<file path="config.mk">
export PLATFORM = sky130hd
export DESIGN_NAME = data_memory_bus_router
export DESIGN_NICKNAME = d
export VERILOG_FILES = /design/src/rtl/data_bus_pkg.sv /design/src/rtl/data_bus_region_decoder.sv /design/src/rtl/data_memory_bus_router.sv
export SDC_FILE = /design/constraint.sdc
export NUM_CORES = 1
export LEC_CHECK = 0
export ABC_AREA = 1
export BUFFER_PORTS_ARGS = -buffer_cell sky130_fd_sc_hd__buf_2
export CAP_MARGIN = 20
export CORE_MARGIN = 2
export CORE_UTILIZATION = 40
export CTS_BUF_LIST = sky130_fd_sc_hd__clkbuf_4
export CTS_CLUSTER_DIAMETER = 200
export DETAILED_ROUTE_END_ITERATION = 10
export GPL_ROUTABILITY_DRIVEN = 0
export HOLD_SLACK_MARGIN = 0.05
export PLACE_DENSITY = 0.71
export SYNTH_ARGS = -nofsm -noshare
export SYNTH_HDL_FRONTEND = slang
export SYNTH_SLANG_ARGS = --single-unit
</file>
<file path="constraint.sdc">
create_clock -name clock -period 2.2 [get_ports clock]
set_input_delay 0.11 -clock clock [delete_from_list [all_inputs] [get_ports clock]]
set_output_delay 0.11 -clock clock [all_outputs]
set_load 0.01 [all_outputs]
</file>
<file path="src/rtl/data_bus_pkg.sv">
`default_nettype none
// ----------------------------------------------------------------------------
// data_bus_pkg : shared state type, default region map and sizing helpers
// Rev 1.0
// ----------------------------------------------------------------------------
package data_bus_pkg;

  typedef enum logic [1:0] {
    IDLE = 2'd0,
    BUSY = 2'd1,
    RESP = 2'd2
  } bus_state_t;

  localparam logic [31:0] DATA_REGION_BASE  = 32'h0000_0000;
  localparam logic [31:0] MMIO_REGION_BASE  = 32'h8000_0000;
  localparam logic [31:0] STACK_REGION_BASE = 32'hffff_0000;

  localparam logic [31:0] DATA_REGION_MASK  = 32'hfff0_0000;
  localparam logic [31:0] MMIO_REGION_MASK  = 32'hfff0_0000;
  localparam logic [31:0] STACK_REGION_MASK = 32'hffff_0000;

  // Low bit of slice idx inside a packed per-region vector.
  function automatic int region_lsb(input int idx, input int width);
    return idx * width;
  endfunction

  function automatic int sel_width(input int n);
    return (n > 1) ? $clog2(n) : 1;
  endfunction

  function automatic int cnt_width(input int t);
    return (t > 1) ? $clog2(t) : 1;
  endfunction

endpackage
`default_nettype wire

</file>
<file path="src/rtl/data_bus_region_decoder.sv">
`default_nettype none
// ----------------------------------------------------------------------------
// data_bus_region_decoder : address to region hit vector, lowest index wins
// Rev 1.0
// ----------------------------------------------------------------------------
module data_bus_region_decoder
  import data_bus_pkg::*;
#(
  parameter int ADDR_WIDTH  = 32,
  parameter int NUM_REGIONS = 3,
  parameter logic [NUM_REGIONS*ADDR_WIDTH-1:0] REGION_BASE =
    {STACK_REGION_BASE, MMIO_REGION_BASE, DATA_REGION_BASE},
  parameter logic [NUM_REGIONS*ADDR_WIDTH-1:0] REGION_MASK =
    {STACK_REGION_MASK, MMIO_REGION_MASK, DATA_REGION_MASK},
  localparam int SEL_W = sel_width(NUM_REGIONS)
) (
  input  logic [ADDR_WIDTH-1:0]  address,
  output logic [NUM_REGIONS-1:0] hit,
  output logic [SEL_W-1:0]       hit_index,
  output logic                   any_hit
);

  for (genvar i = 0; i < NUM_REGIONS; i++) begin : g_hit
    assign hit[i] = (address & REGION_MASK[region_lsb(i, ADDR_WIDTH) +: ADDR_WIDTH])
                    == REGION_BASE[region_lsb(i, ADDR_WIDTH) +: ADDR_WIDTH];
  end

  assign any_hit = |hit;

  // Scan downwards so the lowest matching index is the last one written.
  always_comb begin
    hit_index = '0;
    for (int i = NUM_REGIONS - 1; i >= 0; i--) begin
      if (hit[i]) begin
        hit_index = SEL_W'(i);
      end
    end
  end

endmodule
`default_nettype wire

</file>
<file path="src/rtl/data_memory_bus_router.sv">
`default_nettype none
// ----------------------------------------------------------------------------
// data_memory_bus_router : routes core data requests to NUM_REGIONS targets
// Rev 1.0
// ----------------------------------------------------------------------------
module data_memory_bus_router
  import data_bus_pkg::*;
#(
  parameter int ADDR_WIDTH  = 32,
  parameter int DATA_WIDTH  = 32,
  parameter int NUM_REGIONS = 3,
  parameter logic [NUM_REGIONS*ADDR_WIDTH-1:0] REGION_BASE =
    {STACK_REGION_BASE, MMIO_REGION_BASE, DATA_REGION_BASE},
  parameter logic [NUM_REGIONS*ADDR_WIDTH-1:0] REGION_MASK =
    {STACK_REGION_MASK, MMIO_REGION_MASK, DATA_REGION_MASK},
  parameter int TIMEOUT_CYCLES = 64
) (
  input  logic                              clock,
  input  logic                              reset_n,
  input  logic                              req_valid,
  output logic                              req_ready,
  input  logic [ADDR_WIDTH-1:0]             req_address,
  input  logic                              req_write,
  input  logic [DATA_WIDTH-1:0]             req_write_data,
  input  logic [DATA_WIDTH/8-1:0]           req_byte_enable,
  output logic                              resp_valid,
  output logic [DATA_WIDTH-1:0]             resp_read_data,
  output logic                              resp_error,
  output logic [NUM_REGIONS-1:0]            tgt_valid,
  output logic [ADDR_WIDTH-1:0]             tgt_address,
  output logic                              tgt_write,
  output logic [DATA_WIDTH-1:0]             tgt_write_data,
  output logic [DATA_WIDTH/8-1:0]           tgt_byte_enable,
  input  logic [NUM_REGIONS-1:0]            tgt_ready,
  input  logic [NUM_REGIONS*DATA_WIDTH-1:0] tgt_read_data
);

  localparam int BE_WIDTH = DATA_WIDTH / 8;
  localparam int SEL_W    = sel_width(NUM_REGIONS);
  localparam int CNT_W    = cnt_width(TIMEOUT_CYCLES);
  localparam logic [CNT_W-1:0] c_cnt_last =
    (TIMEOUT_CYCLES > 0) ? CNT_W'(TIMEOUT_CYCLES - 1) : '0;

  bus_state_t            state_q, state_d;
  logic [SEL_W-1:0]      sel_q, sel_d;
  logic [CNT_W-1:0]      cnt_q, cnt_d;
  logic [ADDR_WIDTH-1:0] addr_q, addr_d;
  logic                  write_q, write_d;
  logic [DATA_WIDTH-1:0] wdata_q, wdata_d;
  logic [BE_WIDTH-1:0]   be_q, be_d;
  logic [DATA_WIDTH-1:0] rdata_q, rdata_d;
  logic                  err_q, err_d;

  logic [NUM_REGIONS-1:0] w_hit;
  logic [SEL_W-1:0]       w_hit_index;
  logic                   w_any_hit;
  logic                   w_sel_ready;
  logic [DATA_WIDTH-1:0]  w_sel_rdata;

  data_bus_region_decoder #(
    .ADDR_WIDTH  (ADDR_WIDTH),
    .NUM_REGIONS (NUM_REGIONS),
    .REGION_BASE (REGION_BASE),
    .REGION_MASK (REGION_MASK)
  ) u_decoder (
    .address   (req_address),
    .hit       (w_hit),
    .hit_index (w_hit_index),
    .any_hit   (w_any_hit)
  );

  // Only the selected target's ready/data are ever looked at.
  always_comb begin
    w_sel_ready = 1'b0;
    w_sel_rdata = '0;
    for (int i = 0; i < NUM_REGIONS; i++) begin
      if (sel_q == SEL_W'(i)) begin
        w_sel_ready = tgt_ready[i];
        w_sel_rdata = tgt_read_data[i*DATA_WIDTH +: DATA_WIDTH];
      end
    end
  end

  always_comb begin
    state_d = state_q;
    sel_d   = sel_q;
    cnt_d   = cnt_q;
    addr_d  = addr_q;
    write_d = write_q;
    wdata_d = wdata_q;
    be_d    = be_q;
    rdata_d = rdata_q;
    err_d   = err_q;
    unique case (state_q)
      IDLE: begin
        if (req_valid) begin
          addr_d  = req_address;
          write_d = req_write;
          wdata_d = req_write_data;
          be_d    = req_byte_enable;
          if (w_any_hit) begin
            sel_d   = w_hit_index;
            cnt_d   = '0;
            state_d = BUSY;
          end else begin
            rdata_d = '0;
            err_d   = 1'b1;
            state_d = RESP;
          end
        end
      end
      BUSY: begin
        // Ready is checked first so a same-edge completion beats the timeout.
        if (w_sel_ready) begin
          rdata_d = write_q ? '0 : w_sel_rdata;
          err_d   = 1'b0;
          state_d = RESP;
        end else if ((TIMEOUT_CYCLES != 0) && (cnt_q == c_cnt_last)) begin
          rdata_d = '0;
          err_d   = 1'b1;
          state_d = RESP;
        end else begin
          cnt_d = cnt_q + CNT_W'(1);
        end
      end
      RESP: begin
        state_d = IDLE;
      end
      default: begin
        state_d = IDLE;
      end
    endcase
  end

  always_ff @(posedge clock or negedge reset_n) begin
    if (!reset_n) begin
      state_q <= IDLE;
      sel_q   <= '0;
      cnt_q   <= '0;
      addr_q  <= '0;
      write_q <= 1'b0;
      wdata_q <= '0;
      be_q    <= '0;
      rdata_q <= '0;
      err_q   <= 1'b0;
    end else begin
      state_q <= state_d;
      sel_q   <= sel_d;
      cnt_q   <= cnt_d;
      addr_q  <= addr_d;
      write_q <= write_d;
      wdata_q <= wdata_d;
      be_q    <= be_d;
      rdata_q <= rdata_d;
      err_q   <= err_d;
    end
  end

  always_comb begin
    tgt_valid = '0;
    for (int i = 0; i < NUM_REGIONS; i++) begin
      if ((state_q == BUSY) && (sel_q == SEL_W'(i))) begin
        tgt_valid[i] = 1'b1;
      end
    end
  end

  assign req_ready       = (state_q == IDLE);
  assign resp_valid      = (state_q == RESP);
  assign resp_read_data  = rdata_q;
  assign resp_error      = err_q;
  assign tgt_address     = addr_q;
  assign tgt_write       = write_q;
  assign tgt_write_data  = wdata_q;
  assign tgt_byte_enable = be_q;

endmodule
`default_nettype wire

</file>
==> qor.yml <==
run_status:
  run_status: "finished, final reports clean"
timing:
  tightest_slew_ps: 721
  post-route-period-util_pct: 93.5
  setup_slack_ps: 142
  max-slew-margin-rel_pct: 51.9
  report.final.hold_viol_count: 0
  fin_setup_tns_ps: 0
  rsz0062_at_grt: "false"
  skew_ps: 20.8
  fmax_mhz: 486
  drv_slew: 0
  fin_crit_ps: 2060
  setup_viol: 0
final_layout:
  final_layout_size_suffix_gt1_share_pct: 29.1
  final_core_util_pct: 65.3
  n_antenna_cell: 0
  nets: 1245
  fin_area_um2: 8200
  syn2layout_area_growth_pct: 59.8
  fill_cells: 1004
pwr:
  swShare_pct: 38.2
  power_frac_clock_pct: 16.1
  p_per_area_nw_per_um2: 840
  p_leak_nw: 4.70
  ir_drop_mv: 0.371
  power_switching_mw: 2.63
  pwr-share-comb_pct: 39.3
  p_int_mw: 4.26
  seqPwrFrac_pct: 44.6
clock_network:
  clk_pin_slew_ps: 160
  cts_tree: "done"
  h-tree-depth: 3
  clkSinkCount: 112
  numCtsBuffers: 9
  insertion_delay_ps: 450
  clock_path_buffers: 2
  post_cts_buffers: 0
  cts_root_buffer: "clkbuf_4"
placement:
  placed_area_um2: 6700
  place_ws_ps: 506
  hpwl_mm: 10.9
  io_buffers: 277
synthesis:
  yosysSeqAreaShare_pct: 54.6
  ys_warn_count: 0
  synth-seq-cells: 112
  synth_area_um2: 5130
  synth_fp_nets: 845
  synth_area_per_cell_um2: 7.63
  synth_cell_types: 26
  syn_inst: 673
detailed_routing:
  wirelength_mm: 17.3
  dr_total_vias: 5977
  via_per_inst: 4.78
  drc: 0
  dr.pass1.iters: 5
  postRouteAntennaNets: 0
  drtIter0Drc: 346
  wl_per_cell_um: 13.8
floorplanning:
  die_h_um: 117
  row_count: 41
  fp.dieW_um: 117
  start_util_pct: 40.9
  dieArea_um2: 13800
  core_um2: 12600
  ios: 278
worst_setup_path:
  cp.arrival_ps: 2440
  worst_setup_path_end_kind: "register"
  cp_num_buf_inv: 4
  crit_slowest_cell: "dlygate4sd3_1"
  max_stage_delay_ps: 560
  path_delay_family: "buffers and inverters"
  cp.required_ps: 2590
  timing.critical_path.mode_cell: "nand2_1"
  path_class: "reg2reg"
  start_kind: "register"
  path_cells: "inv_1 -> nand2_1 -> inv_1 -> buf_4 -> nand2_1 -> nand3_1 -> dlygate4sd3_1 -> nand3_1 -> nand2_1"
  critPathMaxFanout: 32
global_routing:
  grt_max_degree: 73
  grt_first_pass_wirelength_mm: 28.7
  groute.usage.overall_pct: 25.4
  grt_overflow: 0
  antenna_found_initial: 0
  grt_pass1_vias: 5958
min_path:
  hp-class: "in2reg"
run:
  drv_cap: 0
[sequential cells by signal (all words and copies together), names as in the netlist]
name and cells:
tgt_write_data 32, sel_q 2, resp_read_data 32, resp_error 1, state_q 2, cnt_q 6, tgt_address 32, tgt_write 1
tgt_byte_enable 4
[power by group through the flow]
stage / combinational (mW) / clock (mW) / sequential, mW
finish: 2.71 / 1.11 / 3.07
global route: 2.99 / 1.23 / 3.16
CTS: 2.69 / 1.15 / 3.04
detailed placement: 2.50 / 0 / 3.09
global placement: 2.47 / 0 / 3.07
floorplan: 1.02 / 0 / 3.40
[worst min-delay path, delay by kind of cell]
kind | cells | cell delay, ps
buffers and inverters | 2 | 190
AND/OR/NAND/NOR | 2 | 120
AO/OA/AOI/OAI | 1 | 90
[metal layers]
metal | vias up | wire length [um] | global-route usage, %
met5 | - | 0 | 0
met4 | 0 | 508 | 10.0
met3 | 43 | 1400 | 5.93
met2 | 310 | 8450 | 43.3
met1 | 2737 | 6930 | 31.1
li1 | 2887 | - | -
[logic make-up after synthesis]
logic type | count (synthesis) | synth area share [%]
XOR/XNOR | 1 | 0.171
adder cells (fa/ha/maj) | 1 | 0.244
buffers and inverters | 57 | 4.78
AO/OA/AOI/OAI | 15 | 1.56
AND/OR/NAND/NOR | 487 | 38.7
flip-flops | 112 | 54.6
[cell usage in the layout, fill, tap and decap left out, types with 3 or more instances in the layout]
| cell | instances |
|---|---|
| nand3_1 | 75 |
| dlygate4sd3_1 | 135 |
| buf_4 | 8 |
| o21ai_1 | 3 |
| dfrtp_1 | 112 |
| nor3_1 | 3 |
| nand2_2 | 3 |
| o21ai_0 | 8 |
| nor2_1 | 16 |
| buf_12 | 3 |
| inv_1 | 21 |
| clkbuf_4 | 10 |
| buf_2 | 276 |
| inv_2 | 3 |
| nor2_2 | 3 |
| nand4_1 | 5 |
| nand2_1 | 377 |
[what timing repair did]
action,CTS,global route
resized for setup,0,0
endpoints found under the hold margin,214,0
hold buffers,135,0
[final timing paths]
check / start / cells after the start / slack, ps / to
min in group asynchronous: reset_n / 3 / 200 / tgt_write_data[30]
max in group asynchronous: reset_n / 3 / 1360 / tgt_address[17]
hold reg to reg: tgt_write_data[19] / 2 / 490 / tgt_write_data[19]
hold / removal: req_valid / 5 / 130 / tgt_write
setup reg to reg: sel_q[1] / 9 / 140 / resp_read_data[3]
setup / recovery: sel_q[1] / 9 / 140 / resp_read_data[3]
[per-stage QoR]
stage,std cells,hold WS [ps],power [mW]
final,1250,135,6.89
after global routing,1250,132,7.38
after CTS,1250,122,6.88
after detailed placement,1099,-60.4,5.59
after global placement,1099,-56.2,5.54
after floorplan,673,-186,4.42
[layout make-up]
type                            instances  area [um2]  area share [%]
Tap cell                              172         215            2.62
Multi-Input combinational cell        504        2090            25.4
Timing Repair Buffer                  422        2850            34.8
Clock buffer                           10        75.1           0.915
Inverter                               24        90.1            1.10
Clock inverter                          6        81.3           0.991
Sequential cell                       112        2800            34.2
[synthesized netlist by cell type (all sizes together)]
cell type / number / area (um2)
nand2: 381 / 1450
dfrtp: 112 / 2800
nand3: 76 / 385
inv: 24 / 90.1
nor2: 21 / 101
clkbuf: 19 / 71.3
buf: 14 / 83.8
o21ai: 11 / 55.1
nand4: 5 / 31.3
nor3: 3 / 15.0
a21oi: 2 / 10.0
a21boi: 1 / 7.51
ha: 1 / 12.5
nand3b: 1 / 7.51
o21bai: 1 / 7.51
xnor2: 1 / 8.76
No activity file was read; power rests on OpenSTA's default activity.
